$ cat src/rtl/snn_axi_lite_regfile.sv
// AXI4-Lite register file: CTRL, SEL, spike-generator thresholds and a synapse-write window.
// Latency: BVALID/RVALID one cycle after acceptance; backpressure: each channel stalls in RESP until BREADY/RREADY.
module snn_axi_lite_regfile #(
    parameter int C_S_AXI_DATA_WIDTH = 32,
    parameter int C_S_AXI_ADDR_WIDTH = 16,
    parameter int NUM_INPUTS         = 9,
    parameter int WEIGHT_SIZE        = 9
) (
    input  logic                                     S_AXI_ACLK,
    input  logic                                     S_AXI_ARESET,
    input  logic [C_S_AXI_ADDR_WIDTH-1:0]            S_AXI_AWADDR,
    input  logic                                     S_AXI_AWVALID,
    output logic                                     S_AXI_AWREADY,
    input  logic [C_S_AXI_DATA_WIDTH-1:0]            S_AXI_WDATA,
    input  logic [C_S_AXI_DATA_WIDTH/8-1:0]          S_AXI_WSTRB,
    input  logic                                     S_AXI_WVALID,
    output logic                                     S_AXI_WREADY,
    output logic [1:0]                               S_AXI_BRESP,
    output logic                                     S_AXI_BVALID,
    input  logic                                     S_AXI_BREADY,
    input  logic [C_S_AXI_ADDR_WIDTH-1:0]            S_AXI_ARADDR,
    input  logic                                     S_AXI_ARVALID,
    output logic                                     S_AXI_ARREADY,
    output logic [C_S_AXI_DATA_WIDTH-1:0]            S_AXI_RDATA,
    output logic [1:0]                               S_AXI_RRESP,
    output logic                                     S_AXI_RVALID,
    input  logic                                     S_AXI_RREADY,
    output logic [C_S_AXI_DATA_WIDTH-1:0]            ctrl_reg,
    output logic [C_S_AXI_DATA_WIDTH*NUM_INPUTS-1:0] spike_gen_regs,
    output logic                                     syn_wr_en,
    output logic [3:0]                               syn_layer,
    output logic [19:0]                              syn_neuron,
    output logic [7:0]                               syn_index,
    output logic [WEIGHT_SIZE-1:0]                   syn_weight
);

    localparam int DW = C_S_AXI_DATA_WIDTH;
    localparam int AW = C_S_AXI_ADDR_WIDTH;
    localparam logic [AW-1:0] ADDR_CTRL = '0;
    localparam logic [AW-1:0] ADDR_SEL  = AW'(4);

    typedef enum logic {CH_IDLE, CH_RESP} ch_state_e;

    ch_state_e wr_state_q, wr_state_d;
    ch_state_e rd_state_q, rd_state_d;

    logic [DW-1:0]          ctrl_q;
    logic [DW-1:0]          sel_q;
    logic [DW-1:0]          spike_q [NUM_INPUTS];
    logic [DW-1:0]          rdata_q;
    logic [DW-1:0]          rd_mux;
    logic                   syn_wr_en_q;
    logic [3:0]             syn_layer_q;
    logic [19:0]            syn_neuron_q;
    logic [7:0]             syn_index_q;
    logic [WEIGHT_SIZE-1:0] syn_weight_q;
    logic                   wr_accept;
    logic                   rd_accept;
    logic                   unused_wstrb;

    function automatic logic is_window(input logic [AW-1:0] a);
        return a[AW-1:8] == (AW-8)'(1);
    endfunction

    // Both AW and W must be present together; a lone channel is never acked.
    assign wr_accept = S_AXI_AWVALID & S_AXI_WVALID & (wr_state_q == CH_IDLE) & ~S_AXI_ARESET;
    assign rd_accept = S_AXI_ARVALID & (rd_state_q == CH_IDLE) & ~S_AXI_ARESET;

    always_comb begin
        wr_state_d = wr_state_q;
        case (wr_state_q)
            CH_IDLE: if (wr_accept)    wr_state_d = CH_RESP;
            CH_RESP: if (S_AXI_BREADY) wr_state_d = CH_IDLE;
        endcase
    end

    always_comb begin
        rd_state_d = rd_state_q;
        case (rd_state_q)
            CH_IDLE: if (rd_accept)    rd_state_d = CH_RESP;
            CH_RESP: if (S_AXI_RREADY) rd_state_d = CH_IDLE;
        endcase
    end

    always_ff @(posedge S_AXI_ACLK) begin
        if (S_AXI_ARESET) begin
            wr_state_q <= CH_IDLE;
            rd_state_q <= CH_IDLE;
        end else begin
            wr_state_q <= wr_state_d;
            rd_state_q <= rd_state_d;
        end
    end

    always_ff @(posedge S_AXI_ACLK) begin
        if (S_AXI_ARESET) begin
            ctrl_q       <= '0;
            sel_q        <= '0;
            syn_wr_en_q  <= 1'b0;
            syn_layer_q  <= '0;
            syn_neuron_q <= '0;
            syn_index_q  <= '0;
            syn_weight_q <= '0;
            for (int i = 0; i < NUM_INPUTS; i++) begin
                spike_q[i] <= '0;
            end
        end else begin
            syn_wr_en_q <= 1'b0;
            if (wr_accept) begin
                if (S_AXI_AWADDR == ADDR_CTRL) begin
                    ctrl_q <= S_AXI_WDATA;
                end else if (S_AXI_AWADDR == ADDR_SEL) begin
                    sel_q <= S_AXI_WDATA;
                end else if (is_window(S_AXI_AWADDR)) begin
                    if (sel_q[7:0] == 8'd0) begin
                        // Indices beyond the last generator fall through untouched.
                        for (int i = 0; i < NUM_INPUTS; i++) begin
                            if (S_AXI_AWADDR[7:0] == 8'(i)) begin
                                spike_q[i] <= S_AXI_WDATA;
                            end
                        end
                    end else if (sel_q[7:0] == 8'd1) begin
                        syn_wr_en_q  <= 1'b1;
                        syn_layer_q  <= sel_q[31:28];
                        syn_neuron_q <= sel_q[27:8];
                        syn_index_q  <= S_AXI_AWADDR[7:0];
                        syn_weight_q <= S_AXI_WDATA[WEIGHT_SIZE-1:0];
                    end
                end
            end
        end
    end

    always_comb begin
        rd_mux = '0;
        if (S_AXI_ARADDR == ADDR_CTRL) begin
            rd_mux = ctrl_q;
        end else if (S_AXI_ARADDR == ADDR_SEL) begin
            rd_mux = sel_q;
        end else if (is_window(S_AXI_ARADDR) && (sel_q[7:0] == 8'd0)) begin
            for (int i = 0; i < NUM_INPUTS; i++) begin
                if (S_AXI_ARADDR[7:0] == 8'(i)) begin
                    rd_mux = spike_q[i];
                end
            end
        end
    end

    // Captured on the acceptance edge, so a same-cycle write is not yet visible.
    always_ff @(posedge S_AXI_ACLK) begin
        if (S_AXI_ARESET) begin
            rdata_q <= '0;
        end else if (rd_accept) begin
            rdata_q <= rd_mux;
        end
    end

    for (genvar g = 0; g < NUM_INPUTS; g++) begin : g_flat
        assign spike_gen_regs[g*DW +: DW] = spike_q[g];
    end

    assign unused_wstrb  = ^S_AXI_WSTRB;

    assign S_AXI_AWREADY = wr_accept;
    assign S_AXI_WREADY  = wr_accept;
    assign S_AXI_BVALID  = (wr_state_q == CH_RESP);
    assign S_AXI_BRESP   = 2'b00;
    assign S_AXI_ARREADY = rd_accept;
    assign S_AXI_RVALID  = (rd_state_q == CH_RESP);
    assign S_AXI_RDATA   = rdata_q;
    assign S_AXI_RRESP   = 2'b00;

    assign ctrl_reg      = ctrl_q;
    assign syn_wr_en     = syn_wr_en_q;
    assign syn_layer     = syn_layer_q;
    assign syn_neuron    = syn_neuron_q;
    assign syn_index     = syn_index_q;
    assign syn_weight    = syn_weight_q;

endmodule

$ cat config.mk
export PLATFORM = sky130hd
export DESIGN_NAME = snn_axi_lite_regfile
export DESIGN_NICKNAME = d
export VERILOG_FILES = /design/src/rtl/snn_axi_lite_regfile.sv
export SDC_FILE = /design/constraint.sdc
export NUM_CORES = 1
export LEC_CHECK = 0
export ABC_AREA = 0
export CAP_MARGIN = 20
export CORE_MARGIN = 1.5
export CORE_UTILIZATION = 35
export CTS_CLUSTER_DIAMETER = 40
export DETAILED_ROUTE_END_ITERATION = 10
export GPL_TIMING_DRIVEN = 1
export SLEW_MARGIN = 0
export SYNTH_ARGS = -nofsm -noshare
export SYNTH_HDL_FRONTEND = slang
export SYNTH_SLANG_ARGS = --single-unit
export TNS_END_PERCENT = 10
$ cat constraint.sdc
create_clock -name S_AXI_ACLK -period 2.8 [get_ports S_AXI_ACLK]
set_input_delay 0.56 -clock S_AXI_ACLK [delete_from_list [all_inputs] [get_ports S_AXI_ACLK]]
set_output_delay 0.56 -clock S_AXI_ACLK [all_outputs]
set_load 0.01 [all_outputs]
==> impl_metrics.csv <==
group,metric,value,unit
drt,final_antenna_net_count,0,
worst_setup_path,max_stage_delay,530,ps
clock_tree,clock_latency,600,ps
layout,multi_input_area,5151,um2
placed_design,placed_area,23290,um2
drt,post_drt_wl_per_cell,27.73,um
clock_tree,cts_hold_buf,0,
logic_synthesis,synthAdderAreaFrac,0,%
placed_design,io_buffers,469,
worst_setup_path,startpoint,"S_AXI_ARVALID",
logic_synthesis,synth_cells,1369,
sta,min_period,2716,ps
layout,syn2layout_area_growth,49.07,%
logic_synthesis,ys_warn_count,0,
sta,rsz0062_at_grt,"no",
logic_synthesis,ys_seq_elements,428,
drt,viasPerCell,5.569,
global_route,grt_pass1_vias,14292,
layout,seq_area,11450,um2
clock_tree,cts_tree,"yes",
clock_tree,clk_pin_slew,60,ps
layout,nets,1976,
placed_design,place_congestion,0.9034,
logic_synthesis,synth-edff-count,288,
drt,firstDrtPassIters,5,
logic_synthesis,synth_top_cell_area_share,50.48,%
floorplanning,dieArea,50280,um2
worst_setup_path,r2r_slack,240,ps
global_route,grt_start_max_net_pins,46,
clock_tree,h-tree-depth,3,
sta,worst_pin_slew,818.3,ps
min_path,hp-class,"flop to flop",
layout,largest_reg_flops,288,
sta,maxSlewViolCount,0,
worst_setup_path,cp_max_fo,2,
power_and_ir_drop,peakVddDrop,365.6,uV
logic_synthesis,synth_xor_area_share,0,%
global_route,grt_pass1_wl,100300,um
global_route,grt-ovfl-total,0,
worst_setup_path,critical_path_class,"input port to output port",
layout,postLayoutCellArea,25540,um2
clock_tree,post-cts-setup-buffer-count,0,
floorplanning,ios,478,
floorplanning,core-area,48050,um2
worst_setup_path,crit_top_cell,"clkdlybuf4s50_1",
floorplanning,initial_core_util,35.66,%
worst_setup_path,cp_data_required_time,2240,ps
power_and_ir_drop,p_leak,0.008898,uW
worst_setup_path,cp.arrival,2160,ps
logic_synthesis,synthTopCellsByArea,"edfxtp_1 50%, dfxtp_1 16%, nand2_1 5.1%",
sta,clock_skew,30.36,ps
sta,fmax,0.3681,GHz
logic_synthesis,synth_compound_area_share,12.71,%
logic_synthesis,synth_ff_type,"edfxtp_1",
clock_tree,cts_sinks,428,
drt,drt-total-wl,71330,um
floorplanning,rows,80,
logic_synthesis,synth_area,17130,um2
clock_tree,root_buffer,"clkbuf_16",
run_status,outcome,"finished clean",
floorplanning,die_h,224.2,um
worst_setup_path,worstRegToRegCells,7,
logic_synthesis,ys_seq_area_share,66.84,%
job,drv_cap,0,
drt,vias,14323,
sta,hold_viol_final,0,
worst_setup_path,worstSetupEndpoint,"S_AXI_ARREADY",
worst_setup_path,critical_path_buf_inv_count,3,
logic_synthesis,synth-simple-area-share,11.14,%
clock_tree,post_cts_resized,0,
drt,drtIter0Drc,1288,
global_route,antenna_found_initial,3,
worst_setup_path,end_kind,"output port",
sta,slew-limit-headroom,45.33,%
sta,tns,0,ps
layout,drive_gt1_share,16.11,%
layout,final_core_util,53.15,%
logic_synthesis,synth.mux.area_fraction,5.894,%
logic_synthesis,async_flop_share,0,%
drt,drc,0,
clock_tree,cts_buffers,66,
floorplanning,die_x,224.2,um
logic_synthesis,yosysUniqueCellTypes,59,
worst_setup_path,crit_slowest_cell,"clkdlybuf4s50_1",
layout,nFillCells,4065,
worst_setup_path,cp_top_family,"buffers and inverters",
global_route,grt.total_usage,27.70,%
sta,finalSetupViolations,0,
clock_tree,clockBufferDepth,3,
placed_design,dpl.hpwl,50910,um
logic_synthesis,yosysTopAreaCell,"edfxtp_1",
logic_synthesis,syn_avg_cell_area,12.51,um2
worst_setup_path,reg2reg_to,"spike_q[0][55]",
worst_setup_path,cp_num_cells,4,
power_and_ir_drop,p_per_area,650.0,nW/um2
worst_setup_path,crit_path_start_kind,"input port",
worst_setup_path,path_cells,"clkdlybuf4s50_1 -> or3b_2 -> inv_1 -> clkdlybuf4s50_1",
layout,largest_register,"spike_q",
worst_setup_path,reg2reg_from,"sel_q[5]",
logic_synthesis,synth_top_family_by_area,"compound AO/OA/AOI/OAI gates",
sta,fin_crit_sh,97.01,%
==> worst register-to-register path: cells and delay by family (launching register included) <==
kind	cells	cell delay, ps
AOI/OAI and AO/OA	1	230
buffers and inverters	2	470
DFF	1	340
and+or+nand+nor	4	1200
==> where the power goes <==
part / internal [uW] / switching (uW)
Sequential: 6900 / 134
Combinational: 600 / 664
Clock: 5100 / 3200
==> per-layer routing <==
| layer | vias to the layer above | share of wire [%] | global-route usage (%) |
|---|---|---|---|
| li1 | 6223 | - | - |
| met1 | 7144 | 39 | 34.28 |
| met2 | 830 | 49 | 46.34 |
| met3 | 124 | 9.2 | 7.459 |
| met4 | 2 | 3.2 | 10.46 |
| met5 | - | 0.018 | 0 |
==> cell usage after synthesis (2+ instances only) <==
cell         n
a2111oi_0    2
a211oi_1    10
a21o_1       6
a21oi_1    123
a221oi_1    41
a22oi_1     31
a31o_2       3
a31oi_1      2
and2_1      25
and2_2       3
and2_4       6
and3_1       4
and4_1       2
and4b_1      2
buf_1        4
buf_2       21
buf_4       11
buf_6        9
clkbuf_1    64
dfxtp_1    140
edfxtp_1   288
inv_1        9
mux2_2      41
mux2i_1     30
mux4_2      11
nand2_1    232
nand2b_1     5
nand3_1      3
nand3b_1     2
nand4_1      2
nor2_1      22
nor2b_1     34
nor3_1      25
nor4_1       3
nor4_2       3
o21ai_0     23
o21ai_1     13
o221ai_1     9
o22ai_1     77
or2_2        7
or3b_2       3
==> cell type report <==
cell class / instances / share of cell area [%]
clock inverter: 40 / 1.847
timing repair buffer: 570 / 23.02
antenna: 2 / 0.01960
tap: 615 / 3.013
clock buffer: 82 / 6.943
inverter: 10 / 0.1470
multi-input combinational: 825 / 20.17
sequential: 428 / 44.84
==> how the worst min path moves through the flow <==
stage                     slack [ps]      startpoint  cells past startpoint             end
final                            450  S_AXI_RDATA[3]                      2  S_AXI_RDATA[3]
after CTS                        450  S_AXI_RDATA[3]                      2  S_AXI_RDATA[3]
after global routing             460    syn_index[6]                      2    syn_index[6]
after detailed placement         430  S_AXI_RDATA[3]                      2  S_AXI_RDATA[3]
after floorplan                  450        sel_q[3]                      2        sel_q[3]
after global placement           430  S_AXI_RDATA[3]                      2  S_AXI_RDATA[3]
==> layout by cell type, fill, tap and decap left out, types with 4 or more instances in the layout <==
| master | Yosys | layout |
|---|---|---|
| dfxtp_1 | 140 | 140 |
| mux4_2 | 11 | 11 |
| buf_12 | 0 | 35 |
| inv_6 | 0 | 14 |
| inv_1 | 9 | 9 |
| a211oi_1 | 10 | 10 |
| o221ai_1 | 9 | 9 |
| clkbuf_8 | 0 | 4 |
| a22oi_1 | 31 | 31 |
| nor2b_1 | 34 | 33 |
| o22ai_1 | 77 | 77 |
| nand2_1 | 232 | 232 |
| inv_8 | 0 | 4 |
| conb_1 | 1 | 4 |
| clkbuf_1 | 64 | 11 |
| clkbuf_16 | 0 | 67 |
| a221oi_1 | 41 | 41 |
| mux2i_1 | 30 | 30 |
| edfxtp_1 | 288 | 288 |
| clkdlybuf4s50_1 | 0 | 465 |
| and2_4 | 6 | 6 |
| or2_2 | 7 | 7 |
| o21ai_1 | 13 | 13 |
| buf_4 | 11 | 69 |
| mux2_2 | 41 | 41 |
| clkinv_4 | 0 | 7 |
| a21oi_1 | 123 | 123 |
| nor3_1 | 25 | 25 |
| nand2b_1 | 5 | 5 |
| a21o_2 | 0 | 6 |
| o21ai_0 | 23 | 23 |
| bufinv_16 | 0 | 5 |
| and2_1 | 25 | 25 |
| nor2_1 | 22 | 21 |
==> metrics by stage <==
step                setup slack (ps)  total power, uW  hold WS (ps)  instances
global placement              -326.0             8396         425.4       2448
global route                   1.350            17050         460.7       2572
detailed placement            -297.8             8408         432.1       2448
finish                         83.70            16600         445.8       2572
CTS                            63.08            16690         445.8       2570
floorplan                     -13.04             7577         448.6       1372
==> cell families after synthesis <==
logic type      after synthesis
simple gates                394
compound gates              345
flops                       428
other cells                   1
buf+inv                     119
mux                          82
No activity file was read; power rests on OpenSTA's default activity.
